--- src/rtl/mem_arbiter.sv ---
// Two-requester read arbiter sharing a single SRAM read port between fetch and load units.
// Round-robin on ties, one outstanding transaction, outputs forced to zero while in reset.
module mem_arbiter (
  input  logic        clk,
  input  logic        rst,
  input  logic [31:0] ifu_araddr_i,
  input  logic        ifu_arvalid_i,
  output logic        ifu_arready_o,
  output logic [31:0] ifu_rdata_o,
  output logic [1:0]  ifu_rresp_o,
  output logic        ifu_rvalid_o,
  input  logic        ifu_rready_i,
  input  logic [31:0] lsu_araddr_i,
  input  logic        lsu_arvalid_i,
  output logic        lsu_arready_o,
  output logic [31:0] lsu_rdata_o,
  output logic [1:0]  lsu_rresp_o,
  output logic        lsu_rvalid_o,
  input  logic        lsu_rready_i,
  output logic [31:0] mem_araddr_o,
  output logic        mem_arvalid_o,
  input  logic        mem_arready_i,
  input  logic [31:0] mem_rdata_i,
  input  logic [1:0]  mem_rresp_i,
  input  logic        mem_rvalid_i,
  output logic        mem_rready_o
);

  typedef enum logic [1:0] {StIdle, StAddr, StData} state_e;

  localparam logic OwnIfu = 1'b0;
  localparam logic OwnLsu = 1'b1;

  state_e state_q, state_d;
  logic   owner_q, owner_d;
  logic   last_q, last_d;

  always_comb begin
    state_d = state_q;
    owner_d = owner_q;
    last_d  = last_q;
    unique case (state_q)
      StIdle: begin
        if (ifu_arvalid_i && lsu_arvalid_i) begin
          owner_d = ~last_q;
          state_d = StAddr;
        end else if (ifu_arvalid_i) begin
          owner_d = OwnIfu;
          state_d = StAddr;
        end else if (lsu_arvalid_i) begin
          owner_d = OwnLsu;
          state_d = StAddr;
        end
      end
      StAddr: begin
        if (mem_arvalid_o && mem_arready_i) state_d = StData;
      end
      StData: begin
        if (mem_rvalid_i && mem_rready_o) begin
          state_d = StIdle;
          last_d  = owner_q;
        end
      end
      default: state_d = StIdle;
    endcase
  end

  always_ff @(posedge clk) begin
    if (rst) begin
      state_q <= StIdle;
      owner_q <= OwnIfu;
      last_q  <= OwnIfu;
    end else begin
      state_q <= state_d;
      owner_q <= owner_d;
      last_q  <= last_d;
    end
  end

  // Gating with rst keeps every output at zero while a reset edge is pending.
  always_comb begin
    ifu_arready_o = 1'b0;
    ifu_rdata_o   = '0;
    ifu_rresp_o   = '0;
    ifu_rvalid_o  = 1'b0;
    lsu_arready_o = 1'b0;
    lsu_rdata_o   = '0;
    lsu_rresp_o   = '0;
    lsu_rvalid_o  = 1'b0;
    mem_araddr_o  = '0;
    mem_arvalid_o = 1'b0;
    mem_rready_o  = 1'b0;
    if (!rst) begin
      unique case (state_q)
        StAddr: begin
          if (owner_q == OwnLsu) begin
            mem_araddr_o  = lsu_araddr_i;
            mem_arvalid_o = lsu_arvalid_i;
            lsu_arready_o = mem_arready_i;
          end else begin
            mem_araddr_o  = ifu_araddr_i;
            mem_arvalid_o = ifu_arvalid_i;
            ifu_arready_o = mem_arready_i;
          end
        end
        StData: begin
          if (owner_q == OwnLsu) begin
            mem_rready_o = lsu_rready_i;
            lsu_rvalid_o = mem_rvalid_i;
            lsu_rdata_o  = mem_rdata_i;
            lsu_rresp_o  = mem_rresp_i;
          end else begin
            mem_rready_o = ifu_rready_i;
            ifu_rvalid_o = mem_rvalid_i;
            ifu_rdata_o  = mem_rdata_i;
            ifu_rresp_o  = mem_rresp_i;
          end
        end
        default: ;
      endcase
    end
  end

endmodule

--- config.mk ---
export PLATFORM = sky130hd
export DESIGN_NAME = mem_arbiter
export DESIGN_NICKNAME = d
export VERILOG_FILES = /design/src/rtl/mem_arbiter.sv
export SDC_FILE = /design/constraint.sdc
export NUM_CORES = 1
export LEC_CHECK = 0
export CAP_MARGIN = 5
export CORE_MARGIN = 3
export CORE_UTILIZATION = 20
export CTS_CLUSTER_SIZE = 12
export DETAILED_ROUTE_END_ITERATION = 8
export MAX_ROUTING_LAYER = met4
export PLACE_DENSITY = 0.81
export REMOVE_ABC_BUFFERS = 1
export SYNTH_ARGS = -nofsm -noshare
export SYNTH_HDL_FRONTEND = slang
export SYNTH_SLANG_ARGS = --single-unit
export TNS_END_PERCENT = 30
--- constraint.sdc ---
create_clock -name clk -period 1.2 [get_ports clk]
set_input_delay 0.12 -clock clk [delete_from_list [all_inputs] [get_ports clk]]
set_output_delay 0.12 -clock clk [all_outputs]
set_load 0.02 [all_outputs]
==> flow_metrics.py <==
metrics = {
    "worst_setup_path": {
        "arrival_ns": 1.58,
        "worstPathCellList": "or3b_4 > nor2_8 > buf_12 > buf_16 > and2_4 > buf_6",
        "crit_path_end_kind": "output pin",
        "max_stage_delay_ns": 0.41,
        "cp_max_fo": 5,
        "cp.required_ns": 1.08,
        "crit_slowest_cell": "or3b_4",
        "setup.worst_path.start_class": "flop",
        "critPathKind": "reg2out",
    },
    "clock_network": {
        "clock_latency_ns": 0.22,
        "clockRootBuffer": "clkbuf_8",
        "postCtsHoldBufs": 0,
        "h-tree-depth": 1,
        "cts_buffer_depth": 2,
        "cts_num_sinks": 4,
        "cts_buffers": 3,
        "clk_pin_slew_ns": 0.03,
        "tritoncts": "built",
    },
    "die": {
        "die_height_um": 85.1,
        "pin_count": 212,
        "core_mm2": 0.00599,
        "die-area_mm2": 0.00724,
        "start_util_pct": 20.9,
        "die_w_um": 85.1,
        "rows": 28,
    },
    "timing": {
        "setup-violations-final": 108,
        "worst_slew_pin_slew_ns": 0.292,
        "timing.fmax_mhz": 587,
        "finalWorstSetupSlack_ns": -0.505,
        "final_hold_viol_count": 0,
        "timing.final.crit_period_ns": 1.70,
        "drv_slew": 0,
        "setup_tns_ns": -37.56,
        "max_slew_margin_pct": 80.3,
        "fin_crit_sh_pct": 142,
        "clock_skew_ns": 0.00196,
        "rsz0062_at_grt": "true",
    },
    "synth": {
        "synthTopCellsByArea": "mux2i_1 27%, and2_1 18%, and3_1 18%, nor2_1 11%, dfxtp_1 6.4%",
        "syn_area_per_cell_um2": 6.87,
        "synthCells": 182,
        "synthMuxAreaShare_pct": 27.2,
        "ys_seq_area_share_pct": 6.40,
        "synth_top_family_by_area": "simple AND/OR/NAND/NOR gates",
        "synth-seq-cells": 4,
        "synth_compound_area_share_pct": 3.70,
        "synth-xor-area-share_pct": 0,
        "yosys.area_share.adder_pct": 0,
        "synth_warnings": 0,
        "synth_flop_cell": "dfxtp_1",
        "synthArstFlopShare_pct": 0,
        "synth_area_mm2": 0.00125,
        "synth_top_area_share_pct": 27.2,
        "synth_edf_count": 0,
        "yosysTopAreaCell": "mux2i_1",
        "synth.distinct_cells": 23,
        "yosys.area_share.simple_pct": 54.1,
    },
    "detailed_routing": {
        "vias_per_cell": 4.57,
        "drtAntennaViolNets": 0,
        "wl_um": 7550,
        "first_pass_iters": 4,
        "drc_errors": 0,
        "drt_iter0_drc": 62,
        "vias": 2197,
        "routedWlPerCell_um": 15.7,
    },
    "grt": {
        "grt_pass1_wl_um": 11200,
        "gr-total-overflow": 0,
        "grt_max_degree": 36,
        "antenna_found_initial": 1,
        "grt_pass1_vias": 2259,
        "track_usage_pct": 19.5,
    },
    "placement": {
        "placed_cell_area_mm2": 0.00359,
        "dp.cells": 471,
        "portBuffers": 211,
        "hpwl_um": 5850,
        "place_congestion": 0.849,
    },
    "power_and_ir_drop": {
        "ir_drop_mv": 0.255,
        "leakagePower_uw": 0.00185,
        "power_density_mw_per_mm2": 392,
        "p_total_uw": 1490,
    },
    "final_layout": {
        "drive_gt1_share_pct": 45.9,
        "fin_nets": 513,
        "instances_no_fill": 481,
        "syn_to_final_growth_pct": 204,
        "final_cell_mix": "104 x clkdlybuf4s50_1, 71 x buf_4, 51 x buf_6",
        "final_common_cell": "clkdlybuf4s50_1",
        "fillers": 523,
        "finalInstanceArea_mm2": 0.00381,
    },
    "job": {
        "maxCapViolCount": 0,
    },
    "outcome": {
        "status": "finished with violations",
        "failed_checks": "negative setup slack",
    },
    "min_path": {
        "worstHoldPathType": "in2reg",
    },
}
what timing repair did:
action | CTS | global route
pin swaps | 6 | 9
gates cloned | 3 | 1
buffers inserted | 3 | 1
setup endpoints to repair | 108 | 108
resized for setup | 596 | 38
synth_stat cells, types with 2 or more instances:
master and count:
and3_1 35, a21oi_1 2, and2_1 35, buf_2 5
nor2_1 37, nand2_1 3, dfxtp_1 4, clkbuf_1 9
buf_6 4, o31ai_1 2, mux2i_1 34
critical path: cells and delay by family, from the launching register on:
kind / cells / cell delay (ns)
flops: 1 / 0.32
simple gates: 3 / 0.69
buf+inv: 3 / 0.36
logic make-up (layout without fill, tap and decap cells):
group                  count (synthesis)  after routing
flip-flops                             4              4
AO/OA/AOI/OAI                          7              7
buffers and inverters                 19            242
other                                  0              1
multiplexers                          34             34
AND/OR/NAND/NOR                      118            118
power by group:
part	internal (uW)	leakage (uW)	switching, uW	total, uW
Combinational	634	0.00180	420	1050
Clock	214	0.0000216	74.1	288
Sequential	143	0.0000337	5.75	149
stage by stage:
step	setup WS, ns	hold slack [ns]	utilization [%]
4_1_cts	-0.543	0.372	61.9
5_1_grt	-0.557	0.386	63.6
3_3_place_gp	-0.910	0.476	59.9
6_report	-0.505	0.376	63.6
2_1_floorplan	-1.66	0.189	-
3_5_place_dp	-0.974	0.487	59.9
sequential cells by signal, indices dropped and copies added, names as in the netlist:
signal	count
last_q	1
state_q	2
owner_q	1
metal layers:
layer  global-route usage (%)  wire, um
met2                     37.6      4170
met4                     6.76       187
met5                        -         0
met3                     2.33       575
met1                     20.0      2610
area by class of cell:
cell class,count,area [um2],share of cell area [%]
Inverter,1,3.75,0.0985
Multi-Input combinational cell,159,1200,31.6
Sequential cell,4,82.6,2.17
Tap cell,75,93.8,2.46
Timing Repair Buffer,238,2380,62.5
Clock buffer,3,41.3,1.08
Antenna cell,1,2.50,0.0657
worst paths after layout:
kind                                              start                       to  slack, ns  depth (start not counted)
worst max-delay path            state_q[1]$_SDFFE_PP0P_           ifu_rdata_o[5]      -0.50                          6
worst min-delay path                                rst      last_q$_SDFFE_PP0P_       0.38                          3
worst max register to register     owner_q$_SDFFE_PP0P_  state_q[1]$_SDFFE_PP0P_      -0.06                          5
worst min register to register      last_q$_SDFFE_PP0P_      last_q$_SDFFE_PP0P_       0.52                          2
Note: power is estimated with default switching activity, not from simulation.
==> edit (config.mk and constraints unchanged) <==
The 3 states of `state_e` get a one-hot encoding in 3 bits.
--- a/src/rtl/mem_arbiter.sv
+++ b/src/rtl/mem_arbiter.sv
@@ -26,7 +26,7 @@
   output logic        mem_rready_o
 );
 
-  typedef enum logic [1:0] {StIdle, StAddr, StData} state_e;
+  typedef enum logic [2:0] {StIdle = 3'b001, StAddr = 3'b010, StData = 3'b100} state_e;
 
   localparam logic OwnIfu = 1'b0;
   localparam logic OwnLsu = 1'b1;
Function: no difference found for any inputs over 10 cycles, from zero or initial values and one cycle with rst high; not proved beyond that.
==> edit against the original RTL <==
The run still ends with setup timing left. Cell area increased by 11%. Synthesized area increased by 7.2%. Power increased by 28%. Largest power group unchanged. Sequential cell count increased by 1. Setup slack improved by 0.049 ns. Routed wire length increased by 5.3%. Via count increased by 5.1%. Die area increased by 6.7%.
==> edit: results (changes against the original RTL) <==
- TritonCTS Buffers: 3 (unchanged)
- H-tree Lvls: 1 (unchanged)
- Final #Nets: 540 (was 513)
- Async set-reset flop share out of synthesis: 0% (unchanged)
- Clock latency at the later pin of the worst-skew pair: 0.22 ns (about the same)
- Worst hold path depth: 2 (was 3)
- Largest net degree at the start of global routing: 36 (unchanged)
- Critical path's slowest cell: dfxtp_4 (was or3b_4)
- Routability Congestion: 0.778 (was 0.849)
- Drt first pass iters: 4 (unchanged)
- Cell area after placement: 3710 um2 (was 3590 um2)
- Hold endpoint: last_q (unchanged)
- Initial antenna violation count: 0 (was 1)
- Vias per inst: 4.53 (was 4.57)
- Clock skew: 0.000868 ns (was 0.00196 ns)
- Setup WS post-layout: -0.456 ns (was -0.505 ns)
- Biggest regs: state_q: 3 flops, last_q: 1 flops, owner_q: 1 flops (was state_q: 2 flops, last_q: 1 flops, owner_q: 1 flops)
- GR Util met2: 36.2% (was 37.6%)
- Layout cell share with drive strength beyond 1: 48.7% (was 45.9%)
- Relative slew slack: 84.3% (was 80.3%)
- Reg2Reg Depth: 4 (was 5)
- Yosys Warn Count: 0 (unchanged)
- Vias in the first global route: 2,179 (was 2,259)
- Tot GR Track Use: 18.2% (was 19.5%)
- CTS clk-pin slew, worst paths: 0.04 ns
- Pre-CTS setup slack: -0.923 ns (was -0.974 ns)
- R2r endpoint: last_q (was state_q[1])
- Endpoints failing setup: 110 (was 108)
- Met1 usage: 18.1% (was 20.0%)
- Sequential fraction of the synthesis area: 7.46% (was 6.40%)
- Root buffer selected by CTS: clkbuf_8 (unchanged)
- Net Sw Frac: 33.9% (was 33.5%)
- Post-synth top cells: and2_1 (70), mux2i_1 (35), nor2_1 (35) (was nor2_1 (37), and2_1 (35), and3_1 (35))
- Hold wc startpoint: last_q (was rst)
- Initial drt markers: 57 (was 62)
- Max VDD drop: 0.411 mV (was 0.255 mV)
- Flop-to-flop setup slack: -0.21 ns (was -0.06 ns)
- Reg2reg start: state_q[1] (was owner_q)
- Port Buf Inserts: 211 (unchanged)
- Routed len/inst: 15.6 um (was 15.7 um)
- CP arrival: 1.54 ns (was 1.58 ns)
- Detailed placement HPWL: 6050 um (was 5850 um)
- First-pass GRT wire length: 10,800 um (was 11,200 um)
- CP delay by family, top: buffers and inverters (was simple AND/OR/NAND/NOR gates)
- Top area cells in the synthesized netlist: and2_1 (33%), mux2i_1 (26%), nor2_1 (9.8%) (was mux2i_1 (27%), and2_1 (18%), and3_1 (18%))
- Met3 Usage GRT: 3.01% (was 2.33%)
- Failing checks: setup timing (unchanged)
- Max clock buf depth: 2 (unchanged)
- Worst hold path type: flip-flop to flip-flop (was primary input to flip-flop)
- Antenna Cells: 0 (was 1)
- Slowest stage delay, CP: 0.36 ns (was 0.41 ns)
- Worst Path Max Fanout: 8 (was 5)
- Main flop type after synthesis: dfxtp_1 (unchanged)
- Status: finished, violations left (unchanged)
- Leak: 1.90 nW (was 1.85 nW)
- Yosys cell types: 26 (was 23)
[edit: cell count changes in the layout (fill, tap and decap cells not counted), sizes merged, moves of 2 or more]
| cell | change |
|---|---|
| and2 | +35 |
| and3 | -35 |
| buf | +10 |
| clkbuf | +5 |
| a21oi | +4 |
| nor2 | -3 |
| nor3 | +3 |
| nand2 | -2 |
| nand2b | +2 |
| nor2b | +2 |
| nor4 | +2 |
| o311ai | +2 |
| o31ai | -2 |
[edit: layout make-up]
class	count	area, um2
Fill cell	522	2210
Sequential cell	5	110
Inverter	2	10.0
Tap cell	77	96.3
Timing Repair Buffer	252	2630
Multi-Input combinational cell	170	1320
Clock buffer	4	45.0
[edit: worst max path at each step]
| stage | startpoint | endpoint | depth (start not counted) |
|---|---|---|---|
| detailed placement | rst | lsu_rdata_o[12] | 6 |
| global placement | rst | lsu_rdata_o[12] | 6 |
| finish | state_q[1] | ifu_rdata_o[2] | 6 |
| floorplan | owner_q | lsu_rdata_o[0] | 3 |
| global route | state_q[0] | ifu_rdata_o[13] | 7 |
| CTS | state_q[1] | ifu_rdata_o[16] | 6 |
[edit: timing repair]
| action | in CTS | in global routing |
|---|---|---|
| setup endpoints to repair | 111 | 110 |
| hold buffers | 0 | 0 |
| setup buffers | 3 | 6 |
| cloned | 2 | 6 |
| gates resized for setup | 580 | 90 |
| pin swaps | 1 | 22 |
[edit: worst register-to-register path, delay by kind of cell (launching register included)]
kind                   cells  cell delay, ns
and+or+nand+nor            2            0.62
DFF                        1            0.36
muxes                      1            0.19
buffers and inverters      1            0.16
[edit: metrics by stage]
stage                     TNS, ns  utilization (%)  std cells  power [W]  hold slack (ns)
after CTS                  -39.33             59.6        498    0.00181            0.478
final                      -39.25             65.6        510    0.00191            0.492
after detailed placement   -85.16             57.8        489    0.00145            0.490
after global routing       -45.49             65.6        510    0.00203            0.516
after floorplan           -130.35                -        177   0.000720            0.189
after global placement     -82.75             57.8        489    0.00143            0.459
[edit: cell families after synthesis]
group | count (synthesis) | share of synthesized area, %
and+or+nand+nor | 122 | 53.2
muxes | 36 | 27.0
buffers and inverters | 17 | 6.81
AOI/OAI and AO/OA | 12 | 5.60
DFF | 5 | 7.46
[edit: power groups by stage]
stage / sequential (W) / combinational, W / clock [W]
after CTS: 0.000247 / 0.00123 / 0.000327
after global routing: 0.000255 / 0.00144 / 0.000336
after detailed placement: 0.000238 / 0.00121 / 0
after floorplan: 0.000312 / 0.000407 / 0
after global placement: 0.000236 / 0.00119 / 0
final: 0.000251 / 0.00135 / 0.000318
[edit: metal layers]
metal  share of wire [%]  routed length, um  vias up
li1                    -                  -     1121
met1                  35               2770     1040
met2                  55               4410      136
met3                 8.4                664       12
met4                 1.3                104        0
met5                   0                  0        -
